`config.mk`:
```
export PLATFORM = sky130hd
export DESIGN_NAME = imem_loader
export DESIGN_NICKNAME = d
export VERILOG_FILES = /design/src/rtl/imem_loader_pkg.sv /design/src/rtl/imem_loader_word_assembler.sv /design/src/rtl/imem_loader.sv
export SDC_FILE = /design/constraint.sdc
export NUM_CORES = 1
export LEC_CHECK = 0
export ABC_CLOCK_PERIOD_IN_PS = 11500
export BUFFER_PORTS_ARGS = -buffer_cell sky130_fd_sc_hd__clkbuf_2
export CORE_AREA = 2 2 108 110
export CTS_CLUSTER_DIAMETER = 100
export DETAILED_ROUTE_END_ITERATION = 6
export DIE_AREA = 0 0 110 112
export GPL_ROUTABILITY_DRIVEN = 0
export MAX_ROUTING_LAYER = met4
export PLACE_DENSITY_LB_ADDON = 0.12
export REMOVE_ABC_BUFFERS = 1
export SLEW_MARGIN = 10
export SYNTH_ARGS = -nofsm -noshare
export SYNTH_HDL_FRONTEND = slang
export SYNTH_SLANG_ARGS = --single-unit
```
`constraint.sdc`:
```
create_clock -name clk -period 11.5 [get_ports clk]
set_input_delay 3.45 -clock clk [delete_from_list [all_inputs] [get_ports clk]]
set_output_delay 3.45 -clock clk [all_outputs]
set_load 0.01 [all_outputs]
```
`src/rtl/imem_loader_pkg.sv`:
```
// Shared types and constants for the boot-time instruction memory loader.
package imem_loader_pkg;

    typedef enum logic [2:0] {
        IDLE,
        HDR0,
        HDR1,
        DATA,
        WRITE,
        DONE,
        ERR
    } state_t;

    localparam int BYTES_PER_WORD = 4;
    localparam int HDR_BYTES      = 2;

endpackage

```
`src/rtl/imem_loader_word_assembler.sv`:
```
// Little-endian byte-to-word shift register: the first byte shifted in ends up in bits [7:0].
module word_assembler
    import imem_loader_pkg::*;
(
    input  logic        clk,
    input  logic        rst,
    input  logic        clear,
    input  logic        shift_en,
    input  logic [7:0]  byte_in,
    output logic [31:0] word,
    output logic        word_full
);

    logic [31:0] shift_reg;
    logic [1:0]  cnt_reg;

    always_ff @(posedge clk or posedge rst) begin
        if (rst) begin
            shift_reg <= '0;
            cnt_reg   <= '0;
        end else if (clear) begin
            shift_reg <= '0;
            cnt_reg   <= '0;
        end else if (shift_en) begin
            shift_reg <= {byte_in, shift_reg[31:8]};
            cnt_reg   <= cnt_reg + 2'd1;
        end
    end

    // Asserted on the shift that completes a word; the counter wraps to 0 on that edge.
    assign word_full = shift_en && !clear && (cnt_reg == 2'(BYTES_PER_WORD - 1));
    assign word      = shift_reg;

endmodule

```
`src/rtl/imem_loader.sv`:
```
// Parses a count-prefixed little-endian byte stream and writes the words into instruction memory,
// holding the CPU in reset until the load finishes.
module imem_loader
    import imem_loader_pkg::*;
#(
    parameter int                      ADDRESS_WIDTH = 32,
    parameter int                      DATA_WIDTH    = 32,
    parameter logic [ADDRESS_WIDTH-1:0] BASE_ADDR    = '0,
    parameter int                      MAX_WORDS     = 256
) (
    input  logic                     clk,
    input  logic                     rst,
    input  logic                     start,
    input  logic                     byte_valid,
    input  logic [7:0]               byte_data,
    output logic                     byte_ready,
    output logic                     we,
    output logic [ADDRESS_WIDTH-1:0] waddr,
    output logic [DATA_WIDTH-1:0]    wdata,
    output logic                     cpu_rst,
    output logic                     busy,
    output logic                     done,
    output logic                     err
);

    localparam logic [15:0] MAX_COUNT = 16'(MAX_WORDS);

    state_t state_reg, state_next;
    logic [15:0] count_reg, count_next;
    logic [15:0] index_reg, index_next;
    logic [15:0] hdr_count;
    logic [ADDRESS_WIDTH-1:0] waddr_reg, waddr_live;
    logic [DATA_WIDTH-1:0]    wdata_reg, wdata_live;
    logic        xfer;
    logic        asm_clear;
    logic        asm_shift;
    logic        asm_full;
    logic [31:0] asm_word;

    word_assembler u_word_assembler (
        .clk       (clk),
        .rst       (rst),
        .clear     (asm_clear),
        .shift_en  (asm_shift),
        .byte_in   (byte_data),
        .word      (asm_word),
        .word_full (asm_full)
    );

    assign byte_ready = (state_reg == HDR0) || (state_reg == HDR1) || (state_reg == DATA);
    assign busy       = byte_ready || (state_reg == WRITE);
    assign done       = (state_reg == DONE);
    assign err        = (state_reg == ERR);
    assign cpu_rst    = (state_reg != DONE);
    assign we         = (state_reg == WRITE);
    assign xfer       = byte_valid && byte_ready;

    assign waddr_live = BASE_ADDR + ADDRESS_WIDTH'({index_reg, 2'b00});
    assign wdata_live = DATA_WIDTH'(asm_word);

    // Live values during WRITE, captured copies afterwards so the bus holds the last write.
    assign waddr = (state_reg == WRITE) ? waddr_live : waddr_reg;
    assign wdata = (state_reg == WRITE) ? wdata_live : wdata_reg;

    always_comb begin
        state_next = state_reg;
        count_next = count_reg;
        index_next = index_reg;
        hdr_count  = {byte_data, count_reg[7:0]};
        asm_clear  = 1'b0;
        asm_shift  = 1'b0;
        case (state_reg)
            IDLE: begin
                if (start) state_next = HDR0;
            end
            HDR0: begin
                if (xfer) begin
                    count_next = {8'h00, byte_data};
                    state_next = HDR1;
                end
            end
            HDR1: begin
                if (xfer) begin
                    count_next = hdr_count;
                    if (hdr_count == 16'd0) begin
                        state_next = DONE;
                    end else if (hdr_count > MAX_COUNT) begin
                        state_next = ERR;
                    end else begin
                        index_next = '0;
                        asm_clear  = 1'b1;
                        state_next = DATA;
                    end
                end
            end
            DATA: begin
                asm_shift = xfer;
                if (asm_full) state_next = WRITE;
            end
            WRITE: begin
                if (index_reg == count_reg - 16'd1) begin
                    state_next = DONE;
                end else begin
                    index_next = index_reg + 16'd1;
                    state_next = DATA;
                end
            end
            DONE, ERR: begin
                if (start) state_next = HDR0;
            end
            default: state_next = IDLE;
        endcase
    end

    always_ff @(posedge clk or posedge rst) begin
        if (rst) begin
            state_reg <= IDLE;
            count_reg <= '0;
            index_reg <= '0;
            waddr_reg <= '0;
            wdata_reg <= '0;
        end else begin
            state_reg <= state_next;
            count_reg <= count_next;
            index_reg <= index_next;
            if (state_reg == WRITE) begin
                waddr_reg <= waddr_live;
                wdata_reg <= wdata_live;
            end
        end
    end

endmodule

```
==> results of run 1 <==
## area by class of cell
class / count / area (um^2) / share of cell area, %
clock buffer: 19 / 443 / 6.22
timing repair buffer: 88 / 458 / 6.43
sequential: 133 / 3330 / 46.7
multi-input combinational: 390 / 2520 / 35.3
clock inverter: 13 / 156 / 2.20
tap: 143 / 179 / 2.51
inverter: 10 / 40.0 / 0.562
## path summary, 6_finish.rpt
| check | start | to | slack, ns |
|---|---|---|---|
| max | state_reg[2]$_DFFE_PP0P_ | wdata[4] | 5.69 |
| min | wdata_reg[1]$_DFF_PP0_ | wdata_reg[1]$_DFF_PP0_ | 0.49 |
| max reg2reg | count_reg[0]$_DFFE_PP0P_ | index_reg[0]$_DFFE_PP0P_ | 7.67 |
| min reg2reg | wdata_reg[1]$_DFF_PP0_ | wdata_reg[1]$_DFF_PP0_ | 0.49 |
| max in group asynchronous | rst | count_reg[0]$_DFFE_PP0P_ | 6.99 |
| min in group asynchronous | rst | wdata_reg[9]$_DFF_PP0_ | 3.22 |
## cells in the mapped netlist (2+ instances only)
cell type and count:
dfrtp_1 133, nand2_1 99, mux2_2 56, o21ai_0 55
clkbuf_1 29, nor2b_1 19, nor2_1 18, xnor2_1 16
a21oi_1 13, nor3_1 13, nand3_1 11, inv_1 10
or3_1 10, o211ai_1 9, nor4_1 7, o31ai_1 7
and3_1 6, nand4_1 5, a31oi_1 4, xor2_1 4
buf_1 3, ha_1 3, mux2i_1 3, or4_1 3
a2111oi_0 2, a21boi_0 2, buf_2 2, buf_6 2
nand2b_1 2, o41ai_1 2, or2_2 2
## power by group
group | internal (mW) | switching (mW)
Combinational | 0.286 | 0.345
Clock | 0.345 | 0.202
Sequential | 0.631 | 0.152
Total | 1.26 | 0.699
## layer usage
metal / share of wire, % / vias to the layer above
met4: 0.96 / 0
met5: 0 / -
met2: 48 / 118
met1: 46 / 2160
li1: - / 2125
met3: 5.2 / 8
## worst max-delay path, stage by stage (launching register included)
cell and delay (ns):
dfrtp_1 0.55, inv_1 0.22, nor3_2 0.18, buf_4 0.42, mux2_2 0.42, clkbuf_2 0.13
## metrics by stage
stage / setup WS [ns] / total power [mW] / hold WS, ns / cells / util (%)
final: 5.69 / 1.96 / 0.492 / 796 / 63.7
after global routing: 5.53 / 2.10 / 0.508 / 796 / 63.7
after CTS: 5.68 / 1.98 / 0.498 / 796 / 63.7
after detailed placement: 5.96 / 1.42 / 0.485 / 764 / 58.4
after global placement: 6.04 / 1.39 / 0.478 / 764 / 58.4
after floorplan: 2.11 / 1.21 / 0.466 / 533 / -
## kinds of logic after synthesis
logic type / after synthesis / share of synthesized area (%)
AO/OA/AOI/OAI: 105 / 10.4
AND/OR/NAND/NOR: 203 / 16.6
buffers and inverters: 47 / 3.28
multiplexers: 59 / 11.0
adder cells (fa/ha/maj): 3 / 0.623
XOR/XNOR: 20 / 2.91
flip-flops: 133 / 55.2
==> flow_summary.yaml, run 1 <==
synth:
  ys_seq_area_share_pct: 55.2
  ys_ff_latch: 133
  yosys.area.top_type: "dfrtp_1"
  ys_types: 51
  synth_area_leaders: "dfrtp_1 (55%), mux2_2 (10%), nand2_1 (6.2%)"
  avgSynthCellArea_um2: 10.6
  synth-edff-count: 0
  yosys_warnings: 0
  syn_inst: 570
  synth_top_area_share_pct: 55.2
  async_flop_share_pct: 100
  synth_ff_type: "dfrtp_1"
  synthesis.area_um2: 6030
worst_setup_path:
  required_ns: 8.05
  worst-r2r-cell-count: 10
  cp_max_fo: 38
  crit_path_start_kind: "register"
  critPathCaptureType: "output pin"
  criticalPathCategory: "register to output pin"
  worstPathArrival_ns: 2.36
timing:
  finalCritPeriodShare_pct: 50.5
  rsz0062_at_grt: "false"
  relSlewSlack_pct: 39.6
  fin_setup_tns_ns: 0
  finClkSkew_ns: 0.0222
  min_period_ns: 5.81
  maxSlewViolCount: 0
  worst_pin_slew_ns: 0.906
  finalSetupViolCount: 0
  clock.fmax_ghz: 0.172
  hold_viol_final: 0
place:
  io_buffers: 81
  dpl_cell_area_um2: 6520
  dp_hpwl_um: 8370
run_status:
  outcome: "complete, no violations"
final_layout:
  final_cell_mix: "dfrtp_1 (133), nand2_1 (99), clkbuf_2 (81)"
  nFillCells: 892
  fin_nets: 655
  syn_to_final_growth_pct: 18.1
  design_area_um2: 7120
  final_common_cell: "dfrtp_1"
  antenna_cells: 0
  drive_gt1_share_pct: 28.2
clocking:
  holdBufCountCts: 0
  postCtsSetupBuffers: 0
  clk_latency_ns: 0.43
  cts_tree: "built"
  ctsHtreeMaxLevel: 4
  cts_buffers: 17
  ctsResizeCount: 0
  clock_path_buffers: 2
  cts.clk_slew.worst_paths_ns: 0.05
  cts.root.buffer_cell: "clkbuf_16"
  cts_sinks: 133
floorplanning:
  core_um2: 11200
  die_y_um: 112
  num_rows: 39
  die_x_um: 110
  fp.dieArea_um2: 12300
  start_util_pct: 53.9
  io_pins: 82
power:
  power.density_nw_per_um2: 276
  p_leak_nw: 3.19
  worst_ir_drop_vdd_uv: 175
grt:
  grt_overflow: 0
  met1_usage_pct: 30.4
  top_usage_layer: "met2"
  grt_usage_pct: 23.4
  grt_pass1_wl_um: 21500
  use_met3_pct: 7.26
  antenna_found_initial: 0
  grt_max_degree: 77
  grt_util_met2_pct: 34.9
  grt_pass1_vias: 4321
drt:
  ant_nets: 0
  dr.pass1.iters: 5
  drt_iter0_markers: 337
  wl_um: 12900
  wl_per_cell_um: 16.2
  vias_per_cell: 5.54
  vias: 4411
  drc: 0
worst_hold_path:
  min_path_cells: 1
  min_path_type: "register to register"
run:
  maxCapViolCount: 0
No activity file was read; power rests on OpenSTA's default activity.
==> run 2, diff against run 1 <==
--- a/config.mk
+++ b/config.mk
@@ -5,12 +5,13 @@
 export SDC_FILE = /design/constraint.sdc
 export NUM_CORES = 1
 export LEC_CHECK = 0
-export ABC_CLOCK_PERIOD_IN_PS = 11500
+export ABC_AREA = 1
+export ABC_CLOCK_PERIOD_IN_PS = 4700
 export BUFFER_PORTS_ARGS = -buffer_cell sky130_fd_sc_hd__clkbuf_2
-export CORE_AREA = 2 2 108 110
+export CORE_AREA = 2 2 112 114
 export CTS_CLUSTER_DIAMETER = 100
 export DETAILED_ROUTE_END_ITERATION = 6
-export DIE_AREA = 0 0 110 112
+export DIE_AREA = 0 0 114 116
 export GPL_ROUTABILITY_DRIVEN = 0
 export MAX_ROUTING_LAYER = met4
 export PLACE_DENSITY_LB_ADDON = 0.12
==> constraint.sdc (replaced) <==
create_clock -name clk -period 4.7 [get_ports clk]
set_input_delay 1.41 -clock clk [delete_from_list [all_inputs] [get_ports clk]]
set_output_delay 1.41 -clock clk [all_outputs]
set_load 0.01 [all_outputs]
==> flow_summary.yaml, run 2 <==
run_status:
  outcome: "complete, no violations"
place:
  io_buffers: 81
  dp_hpwl_um: 9360
  dpl_cell_area_um2: 6670
  dp_cells: 935
  post-place-ws_ns: 1.57
synth:
  yosysMostFrequentCell: "nand2_1"
  ys_ff_latch: 133
  syn_inst: 731
  synth_commonest_cells: "nand2_1 (179), dfrtp_1 (133), inv_1 (102)"
  synth_top_area_share_pct: 53.9
  synth_area_leaders: "dfrtp_1 (54%), nand2_1 (11%), inv_1 (6.2%)"
  yosys_warnings: 0
  avgSynthCellArea_um2: 8.45
  ys_seq_area_share_pct: 53.9
  synth_ff_type: "dfrtp_1"
  synthesis.area_um2: 6180
  ys_types: 33
  synth-edff-count: 0
  yosys.area.top_type: "dfrtp_1"
  async_flop_share_pct: 100
clocking:
  cts_tree: "built"
  cts_sinks: 133
  clock_path_buffers: 2
  cts.clk_slew.worst_paths_ns: 0.06
  clk_latency_ns: 0.42
  postCtsSetupBuffers: 0
  ctsResizeCount: 0
  holdBufCountCts: 0
  cts.root.buffer_cell: "clkbuf_16"
  cts_buffers: 17
  ctsHtreeMaxLevel: 4
final_layout:
  finalNonFillerCells: 967
  final_cell_mix: "nand2_1 (179), dfrtp_1 (133), inv_1 (100)"
  antenna_cells: 0
  fin_nets: 822
  final_common_cell: "nand2_1"
  drive_gt1_share_pct: 17.7
  syn_to_final_growth_pct: 18.1
  design_area_um2: 7290
floorplanning:
  core_um2: 11900
  die_y_um: 116
  fp.dieArea_um2: 13200
  die_x_um: 114
  num_rows: 40
  start_util_pct: 51.9
  io_pins: 82
worst_hold_path:
  min_path_type: "register to register"
drt:
  ant_nets: 0
  drc: 0
  vias: 4942
  drt_iter0_markers: 363
  vias_per_cell: 5.11
  wl_um: 13700
  wl_per_cell_um: 14.2
  dr.pass1.iters: 5
grt:
  grt_overflow: 0
  grt_pass1_wl_um: 23500
  antenna_found_initial: 0
  grt_usage_pct: 23.5
  grt_pass1_vias: 4764
  grt_max_degree: 67
timing:
  finClkSkew_ns: 0.00855
  worst_pin_slew_ns: 0.801
  finalSetupViolCount: 0
  setup_ws_ns: 1.14
  min_period_ns: 3.56
  rsz0062_at_grt: "false"
  maxSlewViolCount: 0
  relSlewSlack_pct: 46.6
  hold_viol_final: 0
  clock.fmax_ghz: 0.281
  finalCritPeriodShare_pct: 75.8
power:
  power.density_nw_per_um2: 629
  p_leak_nw: 3.76
  worst_ir_drop_vdd_uv: 309
worst_setup_path:
  crit_buf_inv: 4
  required_ns: 3.29
  crit_path_start_kind: "register"
  criticalPathCategory: "register to output pin"
  cp_max_fo: 66
  crit_family: "buffers and inverters"
  crit_chain: "inv_1, nor2_2, inv_2, buf_12, nand2_1, o21ai_0, clkbuf_2"
  slowest_delay_ns: 0.44
  worstPathArrival_ns: 2.15
  critPathCaptureType: "output pin"
  slowest_stage: "dfrtp_1"
run:
  maxCapViolCount: 0
==> run 2: cell count changes after synthesis, moves of 10 or more <==
cell	before	now
inv_1	10	102
nand2_1	99	179
mux2_2	56	0
nor2_1	18	69
nand3_1	11	49
o22ai_1	1	28
nor2b_1	19	0
xor2_1	4	21
xnor2_1	16	3
clkbuf_1	29	17
or3_1	10	0
==> run 2: area by class of cell <==
type	count	area [um^2]
clock inverters	13	173
flip-flops and latches	133	3330
multi-input cells	463	2280
inverters	103	389
fillers	1035	4620
repair buffers	89	490
well taps	147	184
clock buffers	19	453
==> run 2: path summary, 6_finish.rpt <==
kind | cells after the start | slack (ns) | endpoint | from
max in group asynchronous | 3 | 2.74 | u_word_assembler.word[0]$_DFFE_PP0P_ | rst
max | 7 | 1.14 | wdata[6] | state_reg[2]$_DFFE_PP0P_
min reg2reg | 2 | 0.47 | waddr_reg[15]$_DFF_PP0_ | waddr_reg[15]$_DFF_PP0_
min | 2 | 0.47 | waddr_reg[15]$_DFF_PP0_ | waddr_reg[15]$_DFF_PP0_
max reg2reg | 13 | 2.29 | index_reg[4]$_DFFE_PP0P_ | count_reg[0]$_DFFE_PP0P_
min in group asynchronous | 2 | 1.13 | wdata_reg[3]$_DFF_PP0_ | rst
==> run 2: report_power, final <==
| group | total [mW] | leakage [nW] | switching, mW | internal (mW) |
|---|---|---|---|---|
| registers | 1.67 | 1.74 | 0.184 | 1.49 |
| logic | 1.54 | 1.72 | 0.998 | 0.538 |
| clock network | 1.38 | 0.298 | 0.510 | 0.869 |
| total | 4.59 | 3.76 | 1.69 | 2.90 |
==> run 2: through the flow <==
stage	total power [mW]	hold slack [ns]	TNS (ns)	utilization [%]
finish	4.59	0.467	0	61.2
floorplan	2.72	0.469	-49.28	-
global route	4.92	0.492	0	61.2
detailed placement	3.22	0.455	0	56.0
CTS	4.62	0.469	0	61.2
global placement	3.17	0.452	0	56.0
==> run 2: routing by layer <==
| layer | part of all wire [%] | track usage [%] |
|---|---|---|
| met5 | 0 | - |
| met4 | 1.5 | 7.89 |
| met3 | 4.3 | 4.65 |
| met2 | 47 | 35.5 |
| met1 | 47 | 32.0 |
==> run 2: cells by family (layout without fill, tap and decap cells) <==
kind of cell    Yosys count  in the layout  synth area share, %
buf+inv                 135            224                 9.32
flops                   133            133                 53.9
fa+ha+maj                 3              3                0.608
compound gates           99             99                 8.75
simple gates            336            336                 23.7
xor+xnor                 25             25                 3.77
==> run 2: worst register-to-register path, stage by stage, from the launching register on <==
cell and delay (ns):
dfrtp_1 0.39, inv_1 0.16, ha_1 0.32, nand2_4 0.10, nor2_4 0.20, nand2_1 0.09, nand3_1 0.09, nand4_1 0.09
nor2_2 0.16, nand3_2 0.11, nand2_4 0.21, nand2_4 0.19, nand2_1 0.11, nand2_1 0.05
==> run 3, diff against run 2 <==
--- a/config.mk
+++ b/config.mk
@@ -5,13 +5,13 @@
 export SDC_FILE = /design/constraint.sdc
 export NUM_CORES = 1
 export LEC_CHECK = 0
-export ABC_AREA = 1
-export ABC_CLOCK_PERIOD_IN_PS = 4700
+export ABC_AREA = 0
+export ABC_CLOCK_PERIOD_IN_PS = 3500
 export BUFFER_PORTS_ARGS = -buffer_cell sky130_fd_sc_hd__clkbuf_2
-export CORE_AREA = 2 2 112 114
+export CORE_AREA = 2 2 108 110
 export CTS_CLUSTER_DIAMETER = 100
 export DETAILED_ROUTE_END_ITERATION = 6
-export DIE_AREA = 0 0 114 116
+export DIE_AREA = 0 0 110 112
 export GPL_ROUTABILITY_DRIVEN = 0
 export MAX_ROUTING_LAYER = met4
 export PLACE_DENSITY_LB_ADDON = 0.12
==> constraint.sdc (replaced) <==
create_clock -name clk -period 3.5 [get_ports clk]
set_input_delay 1.05 -clock clk [delete_from_list [all_inputs] [get_ports clk]]
set_output_delay 1.05 -clock clk [all_outputs]
set_load 0.01 [all_outputs]
==> flow_summary.yaml, run 3 (synthesized netlist as in run 1, its figures left out) <==
run_status:
  outcome: "complete, no violations"
drt:
  ant_nets: 0
  wl_um: 13000
  drt_iter0_markers: 351
  vias: 4571
  drc: 0
  vias_per_cell: 5.71
  dr.pass1.iters: 4
  wl_per_cell_um: 16.2
floorplanning:
  die_x_um: 110
  num_rows: 39
  start_util_pct: 53.9
  io_pins: 82
  fp.dieArea_um2: 12300
  core_um2: 11200
  die_y_um: 112
timing:
  min_period_ns: 3.40
  whs_ns: 0.492
  clock.fmax_ghz: 0.294
  fin_setup_tns_ns: 0
  relSlewSlack_pct: 50.4
  finClkSkew_ns: 0.00811
  hold_viol_final: 0
  finalSetupViolCount: 0
  finalCritPeriodShare_pct: 97.1
  worst_pin_slew_ns: 0.743
  rsz0062_at_grt: "false"
  maxSlewViolCount: 0
grt:
  grt_pass1_vias: 4385
  grt_max_degree: 61
  grt_pass1_wl_um: 21700
  antenna_found_initial: 0
  grt_overflow: 0
  grt_usage_pct: 23.4
clocking:
  holdBufCountCts: 0
  cts.root.buffer_cell: "clkbuf_16"
  cts_buffers: 17
  cts_sinks: 133
  clk_latency_ns: 0.42
  ctsHtreeMaxLevel: 4
  cts.clk_slew.worst_paths_ns: 0.05
  clock_path_buffers: 2
  cts_tree: "built"
worst_setup_path:
  worstPathArrival_ns: 2.35
  required_ns: 2.45
  critPathCaptureType: "output pin"
  criticalPathCategory: "register to output pin"
  crit_path_start_kind: "register"
  cp_max_fo: 44
final_layout:
  fin_nets: 662
  final_cell_mix: "dfrtp_1 (133), nand2_1 (99), clkbuf_2 (81)"
  antenna_cells: 0
  finish.utilization_pct: 64.1
  drive_gt1_share_pct: 28.7
  syn_to_final_growth_pct: 18.9
  final_common_cell: "dfrtp_1"
power:
  power.density_nw_per_um2: 886
  worst_ir_drop_vdd_uv: 437
  p_total_mw: 6.35
  p_leak_nw: 3.20
place:
  io_buffers: 81
  dp_hpwl_um: 8770
worst_hold_path:
  min_path_type: "register to register"
run:
  maxCapViolCount: 0
==> run 3: changes by cell type in the layout (fill, tap and decap cells not counted), moves of 8 or more <==
| cell | before | now |
|---|---|---|
| o211ai_1 | 1 | 9 |
| mux2_2 | 0 | 56 |
| nand3_1 | 49 | 11 |
| inv_1 | 100 | 9 |
| xnor2_1 | 3 | 16 |
| nor2b_1 | 0 | 19 |
| or3_1 | 0 | 10 |
| nor2_2 | 9 | 1 |
| nand2_1 | 179 | 99 |
| xor2_1 | 21 | 4 |
| nor2_1 | 68 | 17 |
| o22ai_1 | 28 | 1 |
==> run 3: routing by layer <==
layer  track usage [%]  wire length [um]
met1              32.3              6060
met2              33.8              6030
met3              5.33               636
met4              9.03               267
met5                 -                 0
==> run 3: repair_timing <==
action                                  CTS  global route
gates resized for setup                   0             1
setup buffers                             0             2
endpoints found under the setup margin    0            15
hold endpoints to repair                  0             0
==> run 3: per-stage QoR <==
step | setup WS, ns | instances | area (um^2)
6_report | 0.101 | 801 | 7170
5_1_grt | 0.00302 | 801 | 7170
4_1_cts | 0.0906 | 799 | 7150
3_5_place_dp | 0.127 | 769 | 6600
3_3_place_gp | 0.253 | 769 | 6600
2_1_floorplan | -3.49 | 533 | 5870
==> run 3: critical path, stage by stage, from the launching register on <==
cell      delay (ns)
dfrtp_1         0.54
inv_1           0.22
nor3_2          0.33
buf_12          0.28
mux2_2          0.40
clkbuf_2        0.13
==> run 3: cell type report <==
type | count | area (um^2)
inverters | 10 | 40.0
well taps | 143 | 179
clock inverters | 8 | 77.6
fillers | 938 | 4010
repair buffers | 95 | 548
multi-input cells | 390 | 2520
clock buffers | 22 | 474
flip-flops and latches | 133 | 3330
==> run 3: power by group <==
group          total (mW)  internal (mW)  switching, mW
clock network        1.64           1.02          0.624
registers            2.56           2.08          0.483
logic                2.15          0.975           1.17
==> run 3: path summary, 6_finish.rpt <==
path                                     startpoint                         to  slack [ns]  depth (start not counted)
setup / recovery           state_reg[2]$_DFFE_PP0P_                  wdata[25]        0.10                          5
hold / removal               waddr_reg[6]$_DFF_PP0_     waddr_reg[6]$_DFF_PP0_        0.49                          1
setup reg to reg           count_reg[0]$_DFFE_PP0P_   index_reg[7]$_DFFE_PP0P_        0.20                         11
hold reg to reg              waddr_reg[6]$_DFF_PP0_     waddr_reg[6]$_DFF_PP0_        0.49                          1
max in group asynchronous                       rst  index_reg[11]$_DFFE_PP0P_        1.95                          3
min in group asynchronous                       rst    waddr_reg[19]$_DFF_PP0_        0.76                          2
